==> config.mk <==
export PLATFORM = sky130hd
export DESIGN_NAME = team_06_effect_proc
export DESIGN_NICKNAME = d
export VERILOG_FILES = /design/src/rtl/team_06_pkg.sv /design/src/rtl/team_06_lfo.sv /design/src/rtl/team_06_effect_proc.sv
export SDC_FILE = /design/constraint.sdc
export NUM_CORES = 1
export LEC_CHECK = 0
export BUFFER_PORTS_ARGS = -buffer_cell sky130_fd_sc_hd__buf_2
export CAP_MARGIN = 20
export CORE_MARGIN = 10
export CORE_UTILIZATION = 30
export DETAILED_ROUTE_END_ITERATION = 10
export PLACE_DENSITY_LB_ADDON = 0.08
export SETUP_SLACK_MARGIN = 0.02
export SYNTH_ARGS = -nofsm -noshare
export SYNTH_HDL_FRONTEND = slang
export SYNTH_SLANG_ARGS = --single-unit
==> constraint.sdc <==
create_clock -name clk -period 7.54 [get_ports clk]
set_input_delay 0.754 -clock clk [delete_from_list [all_inputs] [get_ports clk]]
set_output_delay 0.754 -clock clk [all_outputs]
set_load 0.01 [all_outputs]
==> src/rtl/team_06_pkg.sv <==
// Shared types and helpers for the team_06 audio path.
//   current_effect_t : effect code driven by the talk/listen control FSM
//   lfo_dir_t        : tremolo LFO ramp direction
//   MIDPOINT         : offset-binary silence level
//   sat8()           : clamp a wide signed value to [-128,127]
package team_06_pkg;

    localparam int unsigned AUD_W = 8;
    localparam int unsigned ACC_W = 16;
    localparam int unsigned LFO_W = 6;

    localparam logic [AUD_W-1:0] MIDPOINT = 8'd128;
    localparam logic [LFO_W-1:0] LFO_MAX  = 6'd32;

    typedef enum logic [2:0] {
        EFF_NORMAL  = 3'd0,
        EFF_ECHO    = 3'd1,
        EFF_TREMOLO = 3'd2,
        EFF_REVERB  = 3'd3,
        EFF_SOFT    = 3'd4
    } current_effect_t;

    typedef enum logic {
        DIR_UP   = 1'b0,
        DIR_DOWN = 1'b1
    } lfo_dir_t;

    // Saturate a signed accumulator value to the signed 8-bit sample range.
    function automatic logic signed [AUD_W-1:0] sat8(input logic signed [ACC_W-1:0] v);
        if (v > 16'sd127) begin
            sat8 = 8'sh7f;
        end else if (v < -16'sd128) begin
            sat8 = 8'sh80;
        end else begin
            sat8 = v[AUD_W-1:0];
        end
    endfunction

endpackage

==> src/rtl/team_06_lfo.sv <==
// Triangle LFO for the tremolo effect: ramps 0..32..0 one step every
// LFO_DIV valid samples while enabled; held at 0 (direction up, divider 0)
// whenever disabled, so re-enabling always restarts the triangle.
//   clk, rst   : clock, synchronous active-high reset
//   en         : LFO running (tremolo selected and audio enabled)
//   step_valid : one valid sample has been consumed this cycle
//   lfo[5:0]   : current LFO value (registered), range 0..32
module team_06_lfo
    import team_06_pkg::*;
#(
    parameter int unsigned LFO_DIV = 256
) (
    input  logic             clk,
    input  logic             rst,
    input  logic             en,
    input  logic             step_valid,
    output logic [LFO_W-1:0] lfo
);

    localparam int unsigned DIV_W = (LFO_DIV > 1) ? $clog2(LFO_DIV) : 1;
    localparam logic [DIV_W-1:0] DIV_LAST = DIV_W'(LFO_DIV - 1);

    lfo_dir_t         dir_q;
    lfo_dir_t         dir_d;
    logic [DIV_W-1:0] div_q;
    logic [DIV_W-1:0] div_d;
    logic [LFO_W-1:0] lfo_d;

    // State registers.
    always_ff @(posedge clk) begin
        if (rst) begin
            lfo   <= '0;
            dir_q <= DIR_UP;
            div_q <= '0;
        end else begin
            lfo   <= lfo_d;
            dir_q <= dir_d;
            div_q <= div_d;
        end
    end

    // Divider and triangle stepping; direction flips on reaching either end.
    always_comb begin
        lfo_d = lfo;
        dir_d = dir_q;
        div_d = div_q;
        if (!en) begin
            lfo_d = '0;
            dir_d = DIR_UP;
            div_d = '0;
        end else if (step_valid) begin
            if (div_q == DIV_LAST) begin
                div_d = '0;
                if (dir_q == DIR_UP) begin
                    lfo_d = lfo + 6'd1;
                    if (lfo_d == LFO_MAX) begin
                        dir_d = DIR_DOWN;
                    end
                end else begin
                    lfo_d = lfo - 6'd1;
                    if (lfo_d == '0) begin
                        dir_d = DIR_UP;
                    end
                end
            end else begin
                div_d = div_q + DIV_W'(1);
            end
        end
    end

endmodule

==> src/rtl/team_06_effect_proc.sv <==
// Audio effect engine between the team_06 control FSM and the transmit path.
// Applies NORMAL / ECHO / TREMOLO / REVERB / SOFT to the offset-binary mic
// stream with one cycle of latency per sample_valid strobe.
//   clk, rst          : clock, synchronous active-high reset
//   sample_valid      : mic_aud carries a new sample this cycle
//   mic_aud[7:0]      : mic sample, offset-binary (128 = silence)
//   effect_en         : 1 = transmitting; 0 forces silence out and into the delay line
//   current_effect[2:0]: effect select (codes 5..7 behave as NORMAL)
//   out_valid         : one-cycle strobe, out_aud was updated
//   out_aud[7:0]      : processed sample, offset-binary; holds between strobes
module team_06_effect_proc
    import team_06_pkg::*;
#(
    parameter int unsigned DEPTH   = 32,
    parameter int unsigned LFO_DIV = 256
) (
    input  logic       clk,
    input  logic       rst,
    input  logic       sample_valid,
    input  logic [7:0] mic_aud,
    input  logic       effect_en,
    input  logic [2:0] current_effect,
    output logic       out_valid,
    output logic [7:0] out_aud
);

    localparam int unsigned PTR_W = (DEPTH > 1) ? $clog2(DEPTH) : 1;

    logic signed [AUD_W-1:0] delay_q [DEPTH];
    logic [PTR_W-1:0]        wr_ptr;
    logic [LFO_W-1:0]        lfo;

    current_effect_t         eff_c;
    logic                    lfo_en_c;
    logic signed [8:0]       s_c;
    logic signed [AUD_W-1:0] d_c;
    logic signed [ACC_W-1:0] s_ext_c;
    logic signed [ACC_W-1:0] d_half_c;
    logic signed [ACC_W-1:0] gain_c;
    logic signed [ACC_W-1:0] y_c;
    logic signed [AUD_W-1:0] y_sat_c;
    logic signed [AUD_W-1:0] wr_data_c;
    logic [AUD_W-1:0]        aud_c;

    assign eff_c    = current_effect_t'(current_effect);
    assign lfo_en_c = effect_en && (eff_c == EFF_TREMOLO);

    // Tremolo LFO; runs only while tremolo is the active effect.
    team_06_lfo #(
        .LFO_DIV (LFO_DIV)
    ) u_lfo (
        .clk        (clk),
        .rst        (rst),
        .en         (lfo_en_c),
        .step_valid (sample_valid),
        .lfo        (lfo)
    );

    // Signed sample, delayed sample (read before this sample's write) and tremolo gain.
    assign s_c      = $signed({1'b0, mic_aud}) - 9'sd128;
    assign d_c      = delay_q[wr_ptr];
    assign s_ext_c  = $signed({{(ACC_W-9){s_c[8]}}, s_c});
    assign d_half_c = $signed({{(ACC_W-AUD_W){d_c[AUD_W-1]}}, d_c}) >>> 1;
    assign gain_c   = $signed(ACC_W'(7'd64 - {1'b0, lfo}));

    // Effect datapath: wet output and the value fed back into the delay line.
    always_comb begin
        y_c = s_ext_c;
        case (eff_c)
            EFF_ECHO, EFF_REVERB: y_c = s_ext_c + d_half_c;
            EFF_TREMOLO:          y_c = (s_ext_c * gain_c) >>> 6;
            EFF_SOFT:             y_c = s_ext_c >>> 1;
            default:              y_c = s_ext_c;
        endcase
        y_sat_c   = sat8(y_c);
        wr_data_c = $signed(s_c[AUD_W-1:0]);
        if (eff_c == EFF_REVERB) begin
            wr_data_c = y_sat_c;
        end
        aud_c = $unsigned(y_sat_c) + MIDPOINT;
        if (!effect_en) begin
            aud_c     = MIDPOINT;
            wr_data_c = '0;
        end
    end

    // Output register, delay line and write pointer; reset wins over a strobe.
    always_ff @(posedge clk) begin
        if (rst) begin
            out_valid <= 1'b0;
            out_aud   <= MIDPOINT;
            wr_ptr    <= '0;
            for (int i = 0; i < int'(DEPTH); i++) begin
                delay_q[i] <= '0;
            end
        end else begin
            out_valid <= sample_valid;
            if (sample_valid) begin
                out_aud         <= aud_c;
                delay_q[wr_ptr] <= wr_data_c;
                wr_ptr          <= wr_ptr + PTR_W'(1);
            end
        end
    end

endmodule

After elaboration in Yosys (flattened, before gate mapping). Memories as Yosys holds them, arrays and structs flattened. A register that Yosys moved wholly into a read port is not among the register bits. Index checks and enable logic that the tools add are counted.

Bits in registers: 29. Bits in latches: 0. Memory bits (writable): 256. Memory bits (read-only): 0. Input bits: 15. Output and inout port bits: 9. Logic and storage cells: 52. Memories: 1.

Memories: delay_q (depth 32, bits a word 8, rd ports 1, clocked after Yosys merged registers in 1, wr ports 32, line team_06_effect_proc.sv:29) `logic signed [AUD_W-1:0] delay_q [DEPTH];`.

Add/subtract/negate cells: 8. Multiply operators: 1. Divide/modulo/power cells: 0. Order comparisons: 2. Equality and inequality tests: 6. Shift operators: 0. Muxes and demuxes: 21. Bitwise gates (word level): 1. Reduce and logical (&&, ||, !) cells: 6.

Operators with widths (number): two-way mux 8 bit (7); case mux 16 bit (3 select lines) (1); > comparator 16 x 8 -> 1 bit (second input constant) (1); less-than comparator 16 x 8 -> 1 bit (second input constant) (1); multiplier 9 x 8 -> 16 bit (1); two-way mux 5 bit (3); adder 9 x 7 -> 10 bit (1); two-way mux 1 bit (9); subtractor 8 x 8 -> 9 bit (second input constant) (1); adder 8 x 1 -> 8 bit (second input constant) (1); adder 8 bit (second input constant) (1); equality test 8 bit (second input constant) (1); OR reduction 8 bit (1); subtractor 7 x 6 -> 8 bit (first input constant) (1); adder 6 x 1 -> 6 bit (second input constant) (1); equality test 3 x 2 -> 1 bit (second input constant) (2); equality test 6 bit (second input constant) (1); zero test 6 bit (1); two-way mux 6 bit (1); subtractor 6 x 1 -> 6 bit (second input constant) (1); adder 5 x 1 -> 5 bit (second input constant) (1); OR reduction 2 bit (2); equality test 3 x 1 -> 1 bit (second input constant) (1); equality test 3 bit (second input constant) (1); other kinds (3) (3).

Longest topological paths before layout. Gate-level depths: netlist of the first run.

Depth after elaboration: 9. Gate-level depth with buffers: 26. Depth with buffers taken out: 22.

Hierarchy. A second synthesis of the first run with hierarchy kept.

Cell total of the unflattened synthesis: 1435. Area total of the unflattened synthesis: 16001.6 sq um.

Modules (own cells, without submodules): team_06_effect_proc (times used 1, cells an instance 1331, area each 15088.2 sq um, seq. area each 7106.8 sq um); team_06_lfo (times used 1, cells an instance 104, area each 913.4 sq um, seq. area each 300.3 sq um).

Worst setup path after synthesis of the first run. Ideal clock, no wire load.

Kind: register to register. Start point: reg u_lfo.lfo[0]. End point: mem delay_q[0][3], data pin. Setup time: 0.257 ns. Arrival time: 6.042 ns. Data required time: 7.283 ns. Path slack: 1.241 ns. Stages on the path, launching flop included: 26. Buffers on the path: 4. Period minus slack after synthesis: 6.299 ns. Cell sequence: dfxtp_1 -> clkbuf_1 -> inv_1 -> ha_1 -> nand2_1 -> xor2_1 -> nand2_1 -> fa_1 -> inv_1 -> fa_1 -> fa_1 -> inv_1 -> fa_1 -> inv_1 -> ha_1 -> clkbuf_1 -> a21o_1 -> a31oi_1 -> a21boi_0 -> mux2_2 -> nor3_1 -> buf_2 -> o21ai_0 -> a31oi_2 -> buf_2 -> nor2_1.

RTL lines: start: declaration (line team_06_lfo.sv:17) `output logic [LFO_W-1:0] lfo`; start signal: assignment (line team_06_lfo.sv:36) `lfo <= lfo_d;`; end: declaration (line team_06_effect_proc.sv:29).

==> results of run 1 <==
[worst paths after layout]
kind / start / end / slack, ps / depth (start not counted)
max reg2reg: u_lfo.lfo[0]$_SDFFE_PP0P_ / delay_q[31][3]$_SDFFCE_PN0P_ / 640 / 23
min: out_aud[4]$_SDFFE_PP0P_ / out_aud[4]$_SDFFE_PP0P_ / 520 / 2
max: u_lfo.lfo[0]$_SDFFE_PP0P_ / delay_q[31][3]$_SDFFCE_PN0P_ / 640 / 23
min reg2reg: out_aud[4]$_SDFFE_PP0P_ / out_aud[4]$_SDFFE_PP0P_ / 520 / 2
[report_power, final]
group / switching [mW] / internal [mW]
Clock: 0.587 / 0.906
Sequential: 0.0259 / 1.60
Combinational: 0.291 / 0.173
Total: 0.904 / 2.68
[cells in the mapped netlist (29+ instances only)]
cell type and number:
sky130_fd_sc_hd__nand2_1 91, sky130_fd_sc_hd__dfxtp_1 34, sky130_fd_sc_hd__fa_1 46, sky130_fd_sc_hd__clkbuf_1 60, sky130_fd_sc_hd__edfxtp_1 224, sky130_fd_sc_hd__nor2_1 235, sky130_fd_sc_hd__inv_1 85, sky130_fd_sc_hd__a21oi_1 64
sky130_fd_sc_hd__mux4_2 70, sky130_fd_sc_hd__ha_1 47, sky130_fd_sc_hd__and2_1 47, sky130_fd_sc_hd__nand2b_1 37, sky130_fd_sc_hd__o21ai_0 29, sky130_fd_sc_hd__nand3_1 37
[layout make-up]
cell class	instances	area share
well taps	672	0.0490
repair buffers	53	0.0220
flip-flops and latches	258	0.432
clock inverters	21	0.0149
inverters	86	0.0188
clock buffers	32	0.0429
multi-input cells	909	0.421
[cell families (layout without fill, tap and decap cells)]
| logic type | after synthesis | count (layout) | share of synthesized area |
|---|---|---|---|
| and+or+nand+nor | 515 | 515 | 0.157 |
| DFF | 258 | 258 | 0.486 |
| AOI/OAI and AO/OA | 187 | 187 | 0.0826 |
| buffers and inverters | 172 | 192 | 0.0443 |
| adders and majority gates | 93 | 93 | 0.0990 |
| muxes | 87 | 87 | 0.116 |
| xor gates and xnor gates | 27 | 27 | 0.0155 |
[critical path, delay by kind of cell (launching register included)]
kind                     cells  cell delay [ps]
adder cells (fa/ha/maj)      5             2250
AND/OR/NAND/NOR              5             1330
AO/OA/AOI/OAI                5             1180
buffers and inverters        6              780
flip-flops                   1              410
multiplexers                 1              390
XOR/XNOR                     1              290
[registers in the layout, indices dropped and copies added (netlist names), named ones only]
signal and count:
out_valid 1, out_aud 8, u_lfo.dir_q 1, wr_ptr 5, delay_q 224, u_lfo.lfo 6
u_lfo.div_q 8
[cell usage in the layout (no fill, tap or decap), types with 7 or more instances in the layout]
master and n:
sky130_fd_sc_hd__a211oi_1 12, sky130_fd_sc_hd__a21o_1 10, sky130_fd_sc_hd__a21oi_1 64, sky130_fd_sc_hd__and2_1 48, sky130_fd_sc_hd__and3_1 12, sky130_fd_sc_hd__buf_2 23, sky130_fd_sc_hd__buf_4 26, sky130_fd_sc_hd__clkbuf_16 29
sky130_fd_sc_hd__clkinv_1 12, sky130_fd_sc_hd__dfxtp_1 32, sky130_fd_sc_hd__edfxtp_1 224, sky130_fd_sc_hd__fa_1 46, sky130_fd_sc_hd__ha_1 47, sky130_fd_sc_hd__inv_1 85, sky130_fd_sc_hd__mux2_2 11, sky130_fd_sc_hd__mux4_2 70
sky130_fd_sc_hd__nand2_1 91, sky130_fd_sc_hd__nand2b_1 37, sky130_fd_sc_hd__nand3_1 37, sky130_fd_sc_hd__nand4_1 7, sky130_fd_sc_hd__nor2_1 235, sky130_fd_sc_hd__nor2b_1 9, sky130_fd_sc_hd__nor3_1 8, sky130_fd_sc_hd__nor3b_1 7
sky130_fd_sc_hd__o21ai_0 29, sky130_fd_sc_hd__xnor2_1 17, sky130_fd_sc_hd__xor2_1 9
[per-layer routing]
metal  share of wire  global-route usage  up-vias
met1            0.48               0.218     5229
met3           0.042              0.0180       48
li1                -                   -     4788
met4           0.016              0.0296        0
met2            0.46               0.238      210
met5               0                   0        -
[repair_timing]
action / CTS / global route
setup endpoints to repair: 0 / 88
resized for setup: 0 / 2
hold buffers: 0 / 0
[metrics by stage]
| step | hold WS, ps | util | power, mW |
|---|---|---|---|
| 3_5_place_dp | 510 | 0.322 | 2.12 |
| 6_report | 520 | 0.342 | 3.58 |
| 4_1_cts | 518 | 0.342 | 3.63 |
| 5_1_grt | 536 | 0.342 | 3.72 |
| 2_1_floorplan | 472 | - | 1.94 |
| 3_3_place_gp | 502 | 0.322 | 2.12 |
==> reports/metrics.json, run 1 <==
{
  "sta": {
    "max_clock_freq_mhz": 145,
    "final_hold_viol_count": 0,
    "post_route_setup_slack_ps": 641,
    "finalCriticalPeriod_ps": 6900,
    "timing.clock.skew_ps": 23.5,
    "relative_slew_slack": 0.310,
    "setup_viol_count_final": 0,
    "max_slew_violation_total_from_the_final_report": 0,
    "fin_setup_tns_ps": 0,
    "grt_setup_unrepaired": "false",
    "period_share": 0.915,
    "slew_at_the_pin_closest_to_its_max_slew_limit_ps": 1030
  },
  "worst_setup_path": {
    "cp.arrival_ps": 7200,
    "endpoint_kind": "flop",
    "critical_path.most_common_cell": "sky130_fd_sc_hd__inv_1",
    "critPathLaunchType": "flop",
    "cp_cell_sequence": "nor3_1, nor3b_1, xnor2_1, and2_1, ha_1, inv_1, fa_1, inv_1, fa_1, inv_1, fa_1, inv_1, ha_1, a21o_1, a31oi_1, a21boi_1, mux2_2, nor3_2, buf_4, o21ai_0, a31oi_4, buf_4, nor2_1",
    "maximum_fanout_along_the_worst_path": 20,
    "critical-path-slowest-cell": "sky130_fd_sc_hd__fa_1",
    "cpPeakStageDelay_ps": 540,
    "critical_path_class": "flop to flop",
    "cp.required_ps": 7840
  },
  "grt": {
    "grt_overflow_total": 0,
    "grt_start_max_net_pins": 47,
    "grt_antenna_before_repair": 1,
    "grt_pass1_vias": 10700,
    "grtUsageTotal": 0.150,
    "grt_pass1_wl_mm": 69.3
  },
  "clock_tree": {
    "cts.clk_slew.worst_paths_ps": 60,
    "cts_htree_levels": 1,
    "cts_setup_buffers": 0,
    "clock_latency_of_the_later_clocked_register_in_the_worst_skew_pair_ps": 580,
    "cts_tree": "done",
    "buffers_from_clock_root_to_sink_at_most": 3,
    "tritoncts.num_buffers": 29,
    "clk_root_buffer_cell": "sky130_fd_sc_hd__clkbuf_16",
    "cts_num_sinks": 258
  },
  "pwr": {
    "pwr_density_cell_nw_per_um2": 209,
    "vdd_drop_max_v": 0.000170,
    "static-leakage-power_nw": 6.33
  },
  "placed_design": {
    "gpl.final_weighted_congestion": 0.786,
    "detailed_place.area_um2": 16200,
    "hpwlAfterDp_mm": 32.1,
    "pre_cts_slack_ps": 397,
    "place.detailed.instances": 1977,
    "numPortBuffers": 23
  },
  "drt": {
    "drt.antenna.violating_nets": 0,
    "routed_wire_length_per_instance_um": 22.3,
    "avgViaCountPerCell": 5.06,
    "drt_first_pass_iters": 5,
    "drc": 0,
    "vias": 10300,
    "drt_wl_total_mm": 45.2,
    "drtIter0Drc": 733
  },
  "cells_and_area": {
    "layout-drive-gt1-share": 0.143,
    "nNetsFinal": 1445,
    "register_area_um2": 7410,
    "fill_cells": 4980,
    "instances_no_fill": 2031,
    "areaGrowthSynthToFinish_pct": 12.7,
    "antenna-diode-count": 0,
    "postLayoutCellArea_um2": 17200,
    "area_of_the_multi_input_gates_um2": 7220
  },
  "synthesis": {
    "seq_area_frac_synth": 0.486,
    "synth.ff_latch_count": 258,
    "ys_warn_count": 0,
    "synthCells": 1339,
    "synthesis.area_um2": 15200,
    "synth.top_cells.by_area": "sky130_fd_sc_hd__edfxtp_1 (44%), sky130_fd_sc_hd__mux4_2 (10%), sky130_fd_sc_hd__fa_1 (6.0%), sky130_fd_sc_hd__nor2_1 (5.8%), sky130_fd_sc_hd__dfxtp_1 (4.5%)",
    "netlist.top_cell.by_area": "sky130_fd_sc_hd__edfxtp_1",
    "syn_avg_cell_area_um2": 11.4,
    "postSynth.topFlopCell": "sky130_fd_sc_hd__edfxtp_1",
    "yosys.cell_types.count": 73,
    "synth-async-reset-ratio": 0,
    "synthesis.nets": 1447,
    "yosys.area.top_type_share": 0.441,
    "synth_edf_count": 224
  },
  "floorplanning": {
    "num_rows": 82,
    "floorplan.io_pins": 24,
    "die_x_um": 245,
    "initial_utilization": 0.304,
    "chipHeight_um": 245,
    "fp.dieArea_um2": 60200,
    "design.core.area_um2": 50200
  },
  "outcome": {
    "run_status": "finished, final reports clean"
  },
  "worst_hold_path": {
    "hold_path_class": "flop to flop"
  },
  "job": {
    "max_cap_violations": 0
  }
}
Note: power is estimated with default switching activity, not from simulation.
==> run 2, diff against run 1 <==
==> constraint.sdc (replaced) <==
create_clock -name clk -period 7.54 [get_ports clk]
set_input_delay 0.377 -clock clk [delete_from_list [all_inputs] [get_ports clk]]
set_output_delay 0.377 -clock clk [all_outputs]
set_load 0.01 [all_outputs]
==> run 2 against run 1 <==
Flip-flop and latch count is the same. Setup slack lost 230 ps. Critical path depth shrank 2. Fmax shrank 3.3%. Final cell count is essentially flat. Sequential share of layout area grew 0.063 points. Worst hold slack lost 200 ps. Wire length grew 0.17%. Combinational power is essentially flat. Critical path type unchanged. Largest cell class unchanged. Highest routed layer unchanged.
==> reports/metrics.json, run 2 (synthesis gave the netlist of run 1 again) <==
{
  "pwr": {
    "vdd_drop_max": {"value": 0.000187, "unit": "V", "change": "was 0.000170 V"},
    "sw_frac_of_total": {"value": 0.260, "change": "was 0.253"},
    "pwr_density_cell": {"value": 205, "unit": "nW/um^2", "change": "was 209 nW/um^2"},
    "static-leakage-power": {"value": 6.31, "unit": "nW", "change": "was 6.33 nW"},
    "clkPwrFrac": {"value": 0.408, "change": "was 0.417"},
    "seq_power_share": {"value": 0.461, "change": "was 0.453"},
    "cell_internal_pwr": {"value": 2.60, "unit": "mW", "change": "was 2.68 mW"},
    "report.power.total": {"value": 3.52, "unit": "mW", "change": "was 3.58 mW"},
    "net_switching": {"value": 0.917, "unit": "mW", "change": "was 0.904 mW"},
    "combPwrFrac": {"value": 0.131, "change": "was 0.130"}
  },
  "grt": {
    "grtUsageTotal": {"value": 0.150, "change": "about the same"},
    "grt_pass1_wl": {"value": 69.3, "unit": "mm", "change": "about the same"},
    "grt_start_max_net_pins": {"value": 47, "change": "unchanged"},
    "grt_overflow_total": {"value": 0, "change": "unchanged"},
    "grt_antenna_before_repair": {"value": 0, "change": "was 1"},
    "grt_pass1_vias": {"value": 10800, "change": "was 10,700"}
  },
  "floorplanning": {
    "die_x": {"value": 245, "unit": "um", "change": "unchanged"},
    "design.core.area": {"value": 50200, "unit": "um^2", "change": "unchanged"},
    "chipHeight": {"value": 245, "unit": "um", "change": "unchanged"},
    "num_rows": {"value": 82, "change": "unchanged"},
    "floorplan.io_pins": {"value": 24, "change": "unchanged"},
    "initial_utilization": {"value": 0.304, "change": "unchanged"},
    "fp.dieArea": {"value": 60200, "unit": "um^2", "change": "unchanged"}
  },
  "sta": {
    "grt_setup_unrepaired": {"value": "false", "change": "unchanged"},
    "slew_at_the_pin_closest_to_its_max_slew_limit": {"value": 1030, "unit": "ps", "change": "about the same"},
    "final_hold_viol_count": {"value": 0, "change": "unchanged"},
    "timing.clock.skew": {"value": 21.2, "unit": "ps", "change": "was 23.5 ps"},
    "period_share": {"value": 0.946, "change": "was 0.915"},
    "finalCriticalPeriod": {"value": 7130, "unit": "ps", "change": "was 6900 ps"},
    "fin_setup_tns": {"value": 0, "unit": "ps", "change": "unchanged"},
    "relative_slew_slack": {"value": 0.316, "change": "was 0.310"},
    "setup_viol_count_final": {"value": 0, "change": "unchanged"},
    "post_route_setup_slack": {"value": 409, "unit": "ps", "change": "was 641 ps"},
    "max_clock_freq": {"value": 140, "unit": "MHz", "change": "was 145 MHz"},
    "max_slew_violation_total_from_the_final_report": {"value": 0, "change": "unchanged"}
  },
  "drt": {
    "drc": {"value": 0, "change": "unchanged"},
    "routed_wire_length_per_instance": {"value": 22.3, "unit": "um", "change": "about the same"},
    "drt.antenna.violating_nets": {"value": 0, "change": "unchanged"},
    "drt_first_pass_iters": {"value": 5, "change": "unchanged"},
    "vias": {"value": 10400, "change": "was 10,300"},
    "drt_wl_total": {"value": 45.3, "unit": "mm", "change": "was 45.2 mm"},
    "avgViaCountPerCell": {"value": 5.11, "change": "was 5.06"},
    "drtIter0Drc": {"value": 763, "change": "was 733"}
  },
  "cells_and_area": {
    "layout-drive-gt1-share": {"value": 0.143, "change": "about the same"},
    "areaGrowthSynthToFinish": {"value": 12.5, "unit": "%", "change": "was 12.7%"},
    "mostFrequentLayoutCells": {"value": "sky130_fd_sc_hd__nor2_1 (235), sky130_fd_sc_hd__edfxtp_1 (224), sky130_fd_sc_hd__nand2_1 (91)", "change": "unchanged"},
    "flip_flop_count_of_the_largest_register_all_copies_and_words_added": {"value": 224, "change": "unchanged"},
    "nNetsFinal": {"value": 1446, "change": "was 1,445"},
    "largest_register": {"value": "delay_q", "change": "unchanged"},
    "most_common_cell_after_layout_fill_and_taps_aside": {"value": "sky130_fd_sc_hd__nor2_1", "change": "unchanged"},
    "fill_cells": {"value": 5028, "change": "was 4,980"},
    "largest_registers": {"value": "delay_q x224, out_aud x8, u_lfo.div_q x8", "change": "unchanged"},
    "antenna-diode-count": {"value": 0, "change": "unchanged"}
  },
  "clock_tree": {
    "cts.clk_slew.worst_paths": {"value": 60, "unit": "ps", "change": "about the same"},
    "cts_htree_levels": {"value": 1, "change": "unchanged"},
    "clock_latency_of_the_later_clocked_register_in_the_worst_skew_pair": {"value": 580, "unit": "ps", "change": "about the same"},
    "cts_tree": {"value": "done", "change": "unchanged"},
    "cts_num_sinks": {"value": 258, "change": "unchanged"},
    "ctsHoldBuffers": {"value": 0, "change": "unchanged"},
    "tritoncts.num_buffers": {"value": 30, "change": "was 29"},
    "clk_root_buffer_cell": {"value": "sky130_fd_sc_hd__clkbuf_16", "change": "unchanged"},
    "buffers_from_clock_root_to_sink_at_most": {"value": 3, "change": "unchanged"}
  },
  "worst_hold_path": {
    "hold_path.startpoint": {"value": "sample_valid", "change": "was out_aud[4]$_SDFFE_PP0P_"},
    "timing.hold.worst_path_depth": {"value": 3, "change": "was 2"},
    "worstHoldEndpoint": {"value": "out_aud[0]$_SDFFE_PP0P_", "change": "was out_aud[4]$_SDFFE_PP0P_"},
    "hold_path_class": {"value": "input pin to flop", "change": "was flop to flop"}
  },
  "worst_setup_path": {
    "cp.arrival": {"value": 7440, "unit": "ps", "change": "was 7200 ps"},
    "worst_r2r_path_depth": {"value": 21, "change": "was 23"},
    "cp.required": {"value": 7850, "unit": "ps", "change": "was 7840 ps"},
    "timing.rr.start": {"value": "u_lfo.lfo[0]$_SDFFE_PP0P_", "change": "unchanged"},
    "critPathLaunchType": {"value": "flop", "change": "unchanged"},
    "cp_cell_sequence": {"value": "nor3_1, xnor2_1, nand2_1, fa_1, inv_1, fa_1, fa_1, inv_1, fa_1, inv_1, ha_1, a21o_1, a31oi_1, a21boi_0, mux2_2, nor3_2, buf_4, o21ai_0, a31oi_4, buf_4, nor2_1", "change": "was nor3_1, nor3b_1, xnor2_1, and2_1, ha_1, inv_1, fa_1, inv_1, fa_1, inv_1, fa_1, inv_1, ha_1, a21o_1, a31oi_1, a21boi_1, mux2_2, nor3_2, buf_4, o21ai_0, a31oi_4, buf_4, nor2_1"},
    "cp_num_buf_inv": {"value": 5, "change": "was 6"},
    "cpPeakStageDelay": {"value": 730, "unit": "ps", "change": "was 540 ps"},
    "capture_instance_of_the_worst_register_to_register_path": {"value": "delay_q[30][3]$_SDFFCE_PN0P_", "change": "was delay_q[31][3]$_SDFFCE_PN0P_"},
    "reg2reg_setup_slack": {"value": 410, "unit": "ps", "change": "was 640 ps"},
    "maximum_fanout_along_the_worst_path": {"value": 20, "change": "unchanged"},
    "critical_path_class": {"value": "flop to flop", "change": "unchanged"},
    "critical-path-slowest-cell": {"value": "sky130_fd_sc_hd__xnor2_1", "change": "was sky130_fd_sc_hd__fa_1"},
    "critical_path.most_common_cell": {"value": "sky130_fd_sc_hd__fa_1", "change": "was sky130_fd_sc_hd__inv_1"},
    "worst_path_dominant_cell_family": {"value": "adder cells", "change": "unchanged"},
    "endpoint_kind": {"value": "flop", "change": "unchanged"}
  },
  "outcome": {
    "run_status": {"value": "finished, final reports clean", "change": "unchanged"}
  },
  "job": {
    "max_cap_violations": {"value": 0, "change": "unchanged"}
  },
  "placed_design": {
    "pre_cts_slack": {"value": 345, "unit": "ps", "change": "was 397 ps"},
    "gpl.final_weighted_congestion": {"value": 0.784, "change": "was 0.786"},
    "hpwlAfterDp": {"value": 32.2, "unit": "mm", "change": "was 32.1 mm"},
    "numPortBuffers": {"value": 23, "change": "unchanged"}
  }
}
-- run 2: worst max path at each step --
stage,startpoint,to,slack [ps],cells after the start
floorplan,u_lfo.lfo[0]$_SDFFE_PP0P_,delay_q[0][3]$_SDFFCE_PN0P_,1240,25
global placement,u_lfo.lfo[0]$_SDFFE_PP0P_,delay_q[7][3]$_SDFFCE_PN0P_,390,23
detailed placement,u_lfo.lfo[0]$_SDFFE_PP0P_,delay_q[0][3]$_SDFFCE_PN0P_,350,23
CTS,u_lfo.lfo[0]$_SDFFE_PP0P_,delay_q[30][3]$_SDFFCE_PN0P_,340,23
global route,u_lfo.lfo[0]$_SDFFE_PP0P_,delay_q[30][3]$_SDFFCE_PN0P_,40,21
finish,u_lfo.lfo[0]$_SDFFE_PP0P_,delay_q[30][3]$_SDFFCE_PN0P_,410,21
-- run 2: layout make-up --
type                    instances  area, um^2  share of cell area
inverters                      86         323              0.0188
repair buffers                 53         385              0.0225
multi-input cells             909        7220               0.421
well taps                     672         841              0.0490
clock buffers                  38         781              0.0455
flip-flops and latches        258        7410               0.432
clock inverters                17         180              0.0105
-- run 2: power by group through the flow --
stage | registers, mW | logic (mW) | clock network [mW]
floorplan | 1.64 | 0.305 | 0
global placement | 1.65 | 0.468 | 0
detailed placement | 1.65 | 0.466 | 0
CTS | 1.62 | 0.468 | 1.48
global route | 1.63 | 0.499 | 1.53
finish | 1.62 | 0.462 | 1.44
-- run 2: repair_timing --
action,CTS,global route
endpoints found under the setup margin,0,88
setup buffers,0,0
resized for setup,0,1
-- run 2: metrics by stage --
step | std cells | util | cell area [um^2] | hold slack [ps]
after global placement | 1976 | 0.322 | 16200 | 502
after CTS | 2031 | 0.341 | 17100 | 305
final | 2033 | 0.342 | 17100 | 317
after global routing | 2033 | 0.342 | 17100 | 333
after floorplan | 1339 | - | 15200 | 472
after detailed placement | 1976 | 0.322 | 16200 | 509
-- run 2: worst min-delay path: stages --
cell                      delay [ps]
sky130_fd_sc_hd__buf_2           240
sky130_fd_sc_hd__nand4_1         130
sky130_fd_sc_hd__a31oi_1          80
-- run 2: metal layers --
layer  global-route usage  up-vias  wire, um
met5                    0        -         0
met4               0.0227        0       489
met3               0.0165       39      1680
met2                0.245      192     21300
met1                0.216     5355     21800
li1                     -     4794         -
==> run 3, diff against run 2 <==
- SYNTH_HIERARCHICAL: not set -> 1
==> run 3 against run 2 <==
Synthesized cell count rose by 7.2%. Final area rose by 3.1%. Utilization fell by 0.60 points. Setup slack improved by 230 ps. Sequential share of layout area fell by 1.3 points. Clock power rose by 6%. Critical path depth did not move. Worst hold slack got worse by 87 ps. Via count rose by 6.3%. Critical path type unchanged. Critical endpoint is now delay_q[14][3]$_SDFFCE_PN0P_. Highest routed layer unchanged.
==> reports/metrics.json, run 3 <==
{
  "pwr": {
    "seq_power_share": {"value": 0.441, "change": "was 0.461"},
    "clkPwrFrac": {"value": 0.415, "change": "was 0.408"},
    "combPwrFrac": {"value": 0.144, "change": "was 0.131"},
    "vdd_drop_max": {"value": 0.000122, "unit": "V", "change": "was 0.000187 V"},
    "static-leakage-power": {"value": 6.36, "unit": "nW", "change": "was 6.31 nW"},
    "pwr_density_cell": {"value": 208, "unit": "nW/um^2", "change": "was 205 nW/um^2"},
    "net_switching": {"value": 1.03, "unit": "mW", "change": "was 0.917 mW"},
    "sw_frac_of_total": {"value": 0.279, "change": "was 0.260"},
    "cell_internal_pwr": {"value": 2.65, "unit": "mW", "change": "was 2.60 mW"}
  },
  "synthesis": {
    "post_synth_most_frequent_cells": {"value": "sky130_fd_sc_hd__edfxtp_1 (224), sky130_fd_sc_hd__nand2_1 (213), sky130_fd_sc_hd__a21oi_1 (146)", "change": "was sky130_fd_sc_hd__nor2_1 (235), sky130_fd_sc_hd__edfxtp_1 (224), sky130_fd_sc_hd__nand2_1 (91)"},
    "synthesis.area": {"value": 16000, "unit": "um^2", "change": "was 15,200 um^2"},
    "synth.ff_latch_count": {"value": 258, "change": "unchanged"},
    "syn_avg_cell_area": {"value": 11.2, "unit": "um^2", "change": "was 11.4 um^2"},
    "seq_area_frac_synth": {"value": 0.463, "change": "was 0.486"},
    "ys_warn_count": {"value": 6, "change": "was 0"},
    "postSynth.topFlopCell": {"value": "sky130_fd_sc_hd__edfxtp_1", "change": "unchanged"},
    "netlist.top_cell.by_area": {"value": "sky130_fd_sc_hd__edfxtp_1", "change": "unchanged"},
    "synthesis.nets": {"value": 1543, "change": "was 1,447"},
    "yosys.area.top_type_share": {"value": 0.420, "change": "was 0.441"},
    "yosys.cell_types.count": {"value": 75, "change": "was 73"},
    "synth.top_cells.by_area": {"value": "sky130_fd_sc_hd__edfxtp_1 (42%), sky130_fd_sc_hd__mux4_2 (9.9%), sky130_fd_sc_hd__fa_1 (5.8%), sky130_fd_sc_hd__nand2_1 (5.0%), sky130_fd_sc_hd__a21oi_1 (4.6%)", "change": "was sky130_fd_sc_hd__edfxtp_1 (44%), sky130_fd_sc_hd__mux4_2 (10%), sky130_fd_sc_hd__fa_1 (6.0%), sky130_fd_sc_hd__nor2_1 (5.8%), sky130_fd_sc_hd__dfxtp_1 (4.5%)"},
    "synth-async-reset-ratio": {"value": 0, "change": "unchanged"},
    "synth_edf_count": {"value": 224, "change": "unchanged"},
    "yosys.cell_count.top_type": {"value": "sky130_fd_sc_hd__edfxtp_1", "change": "was sky130_fd_sc_hd__nor2_1"},
    "synthCells": {"value": 1435, "change": "was 1,339"}
  },
  "worst_setup_path": {
    "timing.rr.start": {"value": "u_lfo/lfo[1]$_SDFFE_PP0P_", "change": "was u_lfo.lfo[0]$_SDFFE_PP0P_"},
    "cp_cell_sequence": {"value": "inv_1, ha_1, xnor2_1, nand2_1, fa_1, fa_1, inv_1, fa_1, inv_1, fa_1, inv_1, ha_1, a21oi_1, o21ai_0, mux2i_1, nand2_1, and4b_1, a31oi_2, nor2b_4, buf_12, a211oi_1", "change": "was nor3_1, xnor2_1, nand2_1, fa_1, inv_1, fa_1, fa_1, inv_1, fa_1, inv_1, ha_1, a21o_1, a31oi_1, a21boi_0, mux2_2, nor3_2, buf_4, o21ai_0, a31oi_4, buf_4, nor2_1"},
    "worst_path_dominant_cell_family": {"value": "adder cells", "change": "unchanged"},
    "cp.arrival": {"value": 7170, "unit": "ps", "change": "was 7440 ps"},
    "critical-path-slowest-cell": {"value": "sky130_fd_sc_hd__xnor2_1", "change": "unchanged"},
    "critical_path_class": {"value": "flop to flop", "change": "unchanged"},
    "endpoint_kind": {"value": "flop", "change": "unchanged"},
    "cpPeakStageDelay": {"value": 610, "unit": "ps", "change": "was 730 ps"},
    "capture_instance_of_the_worst_register_to_register_path": {"value": "delay_q[14][3]$_SDFFCE_PN0P_", "change": "was delay_q[30][3]$_SDFFCE_PN0P_"},
    "critPathLaunchType": {"value": "flop", "change": "unchanged"},
    "worst_r2r_path_depth": {"value": 21, "change": "unchanged"},
    "maximum_fanout_along_the_worst_path": {"value": 86, "change": "was 20"},
    "reg2reg_setup_slack": {"value": 640, "unit": "ps", "change": "was 410 ps"},
    "cp_num_buf_inv": {"value": 5, "change": "unchanged"},
    "cp.required": {"value": 7810, "unit": "ps", "change": "was 7850 ps"}
  },
  "grt": {
    "top_usage_layer": {"value": "met2", "change": "unchanged"},
    "grt_use_met3": {"value": 0.0268, "change": "was 0.0165"},
    "grt_antenna_before_repair": {"value": 0, "change": "unchanged"},
    "grt_start_max_net_pins": {"value": 87, "change": "was 47"},
    "grt_overflow_total": {"value": 0, "change": "unchanged"},
    "met1_usage": {"value": 0.202, "change": "was 0.216"},
    "global_route.usage.met2": {"value": 0.257, "change": "was 0.245"},
    "grtUsageTotal": {"value": 0.154, "change": "was 0.150"},
    "grt_pass1_vias": {"value": 11300, "change": "was 10,800"},
    "grt_pass1_wl": {"value": 74.0, "unit": "mm", "change": "was 69.3 mm"}
  },
  "floorplanning": {
    "fp.dieArea": {"value": 63000, "unit": "um^2", "change": "was 60,200 um^2"},
    "floorplan.io_pins": {"value": 24, "change": "unchanged"},
    "initial_utilization": {"value": 0.304, "change": "about the same"},
    "design.core.area": {"value": 52700, "unit": "um^2", "change": "was 50,200 um^2"},
    "chipHeight": {"value": 251, "unit": "um", "change": "was 245 um"},
    "die_x": {"value": 251, "unit": "um", "change": "was 245 um"},
    "num_rows": {"value": 84, "change": "was 82"}
  },
  "cells_and_area": {
    "areaGrowthSynthToFinish": {"value": 10.5, "unit": "%", "change": "was 12.5%"},
    "largest_registers": {"value": "delay_q x224, out_aud x8, u_lfo/div_q x8", "change": "was delay_q x224, out_aud x8, u_lfo.div_q x8"},
    "mostFrequentLayoutCells": {"value": "sky130_fd_sc_hd__edfxtp_1 (224), sky130_fd_sc_hd__nand2_1 (213), sky130_fd_sc_hd__a21oi_1 (146)", "change": "was sky130_fd_sc_hd__nor2_1 (235), sky130_fd_sc_hd__edfxtp_1 (224), sky130_fd_sc_hd__nand2_1 (91)"},
    "antenna-diode-count": {"value": 0, "change": "unchanged"},
    "instances_no_fill": {"value": 2129, "change": "was 2,033"},
    "most_common_cell_after_layout_fill_and_taps_aside": {"value": "sky130_fd_sc_hd__edfxtp_1", "change": "was sky130_fd_sc_hd__nor2_1"},
    "layout-drive-gt1-share": {"value": 0.143, "change": "about the same"},
    "largest_register": {"value": "delay_q", "change": "unchanged"},
    "flip_flop_count_of_the_largest_register_all_copies_and_words_added": {"value": 224, "change": "unchanged"},
    "fill_cells": {"value": 5362, "change": "was 5,028"},
    "nNetsFinal": {"value": 1525, "change": "was 1,446"},
    "postLayoutCellArea": {"value": 17700, "unit": "um^2", "change": "was 17,100 um^2"}
  },
  "drt": {
    "drtIter0Drc": {"value": 747, "change": "was 763"},
    "drc": {"value": 0, "change": "unchanged"},
    "drt.antenna.violating_nets": {"value": 0, "change": "unchanged"},
    "vias": {"value": 11000, "change": "was 10,400"},
    "drt_wl_total": {"value": 48.9, "unit": "mm", "change": "was 45.3 mm"},
    "drt_first_pass_iters": {"value": 5, "change": "unchanged"},
    "avgViaCountPerCell": {"value": 5.18, "change": "was 5.11"},
    "routed_wire_length_per_instance": {"value": 23.0, "unit": "um", "change": "was 22.3 um"}
  },
  "sta": {
    "slew_at_the_pin_closest_to_its_max_slew_limit": {"value": 989, "unit": "ps", "change": "was 1030 ps"},
    "final_hold_viol_count": {"value": 0, "change": "unchanged"},
    "max_clock_freq": {"value": 145, "unit": "MHz", "change": "was 140 MHz"},
    "setup_viol_count_final": {"value": 0, "change": "unchanged"},
    "period_share": {"value": 0.915, "change": "was 0.946"},
    "fin_setup_tns": {"value": 0, "unit": "ps", "change": "unchanged"},
    "max_slew_violation_total_from_the_final_report": {"value": 0, "change": "unchanged"},
    "grt_setup_unrepaired": {"value": "false", "change": "unchanged"},
    "timing.clock.skew": {"value": 18.4, "unit": "ps", "change": "was 21.2 ps"},
    "relative_slew_slack": {"value": 0.340, "change": "was 0.316"},
    "finalCriticalPeriod": {"value": 6900, "unit": "ps", "change": "was 7130 ps"}
  },
  "clock_tree": {
    "ctsHoldBuffers": {"value": 0, "change": "unchanged"},
    "cts_htree_levels": {"value": 2, "change": "was 1"},
    "tritoncts.num_buffers": {"value": 34, "change": "was 30"},
    "clk_root_buffer_cell": {"value": "sky130_fd_sc_hd__clkbuf_16", "change": "unchanged"},
    "cts.clk_slew.worst_paths": {"value": 60, "unit": "ps", "change": "about the same"},
    "clock_latency_of_the_later_clocked_register_in_the_worst_skew_pair": {"value": 540, "unit": "ps", "change": "was 580 ps"},
    "cts_tree": {"value": "done", "change": "unchanged"},
    "buffers_from_clock_root_to_sink_at_most": {"value": 3, "change": "unchanged"},
    "cts_num_sinks": {"value": 258, "change": "unchanged"},
    "cts_setup_buffers": {"value": 0, "change": "unchanged"},
    "ctsResizeCount": {"value": 0, "change": "unchanged"}
  },
  "placed_design": {
    "gpl.final_weighted_congestion": {"value": 0.785, "change": "was 0.784"},
    "hpwlAfterDp": {"value": 32.1, "unit": "mm", "change": "was 32.2 mm"},
    "place.detailed.instances": {"value": 2068, "change": "was 1,976"},
    "numPortBuffers": {"value": 23, "change": "unchanged"},
    "detailed_place.area": {"value": 16600, "unit": "um^2", "change": "was 16,200 um^2"}
  },
  "worst_hold_path": {
    "hold_path_class": {"value": "input pin to flop", "change": "unchanged"},
    "worstHoldEndpoint": {"value": "out_aud[3]$_SDFFE_PP0P_", "change": "was out_aud[0]$_SDFFE_PP0P_"},
    "hold_path.startpoint": {"value": "effect_en", "change": "was sample_valid"},
    "timing.hold.worst_path_depth": {"value": 3, "change": "unchanged"}
  },
  "job": {
    "max_cap_violations": {"value": 0, "change": "unchanged"}
  },
  "outcome": {
    "run_status": {"value": "finished, final reports clean", "change": "unchanged"}
  }
}
-- run 3: cell count changes after synthesis, sizes merged, moves of 5 or more --
cell / before / now
nand2: 91 / 213
o211ai: 6 / 11
nand3: 37 / 9
buf: 26 / 56
a21o: 10 / 5
a21oi: 64 / 147
a211oi: 13 / 71
inv: 85 / 91
nor2: 235 / 110
and3: 12 / 4
clkbuf: 60 / 50
o21ai: 37 / 28
-- run 3: layout make-up --
type / instances / area (um^2) / area share
clock buffer: 44 / 910 / 0.0515
clock inverter: 16 / 101 / 0.00573
inverter: 91 / 342 / 0.0193
multi-input combinational: 980 / 7670 / 0.434
sequential: 258 / 7410 / 0.419
tap: 688 / 861 / 0.0487
timing repair buffer: 52 / 378 / 0.0214
-- run 3: power by group through the flow --
stage          sequential [mW]  clock [mW]  combinational [mW]
3_5_place_dp              1.66           0               0.521
3_3_place_gp              1.66           0               0.522
6_report                  1.62        1.53               0.528
4_1_cts                   1.63        1.57               0.523
2_1_floorplan             1.64           0               0.349
5_1_grt                   1.63        1.62               0.569
-- run 3: worst max-delay path by stage --
stage,startpoint,end,slack [ps],cells after the start
after floorplan,u_lfo/lfo[0]$_SDFFE_PP0P_,delay_q[0][2]$_SDFFCE_PN0P_,1580,21
after global placement,u_lfo/lfo[1]$_SDFFE_PP0P_,delay_q[0][3]$_SDFFCE_PN0P_,800,21
after detailed placement,u_lfo/lfo[1]$_SDFFE_PP0P_,delay_q[4][3]$_SDFFCE_PN0P_,650,21
after CTS,u_lfo/lfo[1]$_SDFFE_PP0P_,delay_q[0][3]$_SDFFCE_PN0P_,620,21
after global routing,u_lfo/lfo[1]$_SDFFE_PP0P_,delay_q[6][3]$_SDFFCE_PN0P_,200,21
final,u_lfo/lfo[1]$_SDFFE_PP0P_,delay_q[14][3]$_SDFFCE_PN0P_,640,21
-- run 3: cell families (layout without fill, tap and decap cells) --
logic type                 after synthesis  count (layout)  share of synthesized area
and+or+nand+nor                        474             474                      0.139
muxes                                   84              84                      0.108
adders and majority gates               93              93                     0.0943
xor gates and xnor gates                33              33                     0.0198
buffers and inverters                  197             203                     0.0597
AOI/OAI and AO/OA                      296             296                      0.116
DFF                                    258             258                      0.463
-- run 3: metal layers --
metal / vias to the layer above / wire [um]
li1: 5152 / -
met1: 5589 / 22200
met2: 232 / 23600
met3: 58 / 2120
met4: 0 / 949
met5: - / 0
-- run 3: through the flow --
stage	power (mW)	utilization	hold slack (ps)	worst slack (ps)
6_report	3.68	0.336	229	637
3_3_place_gp	2.19	0.316	459	796
2_1_floorplan	1.99	-	480	1580
5_1_grt	3.82	0.336	239	204
3_5_place_dp	2.18	0.316	459	647
4_1_cts	3.73	0.335	205	620
-- run 3: worst register-to-register path, delay by kind of cell, from the launching register on --
kind                     cells  cell delay [ps]
AO/OA/AOI/OAI                4              950
multiplexers                 1              160
AND/OR/NAND/NOR              4              980
XOR/XNOR                     1              610
adder cells (fa/ha/maj)      6             2820
buffers and inverters        5              600
flip-flops                   1              520
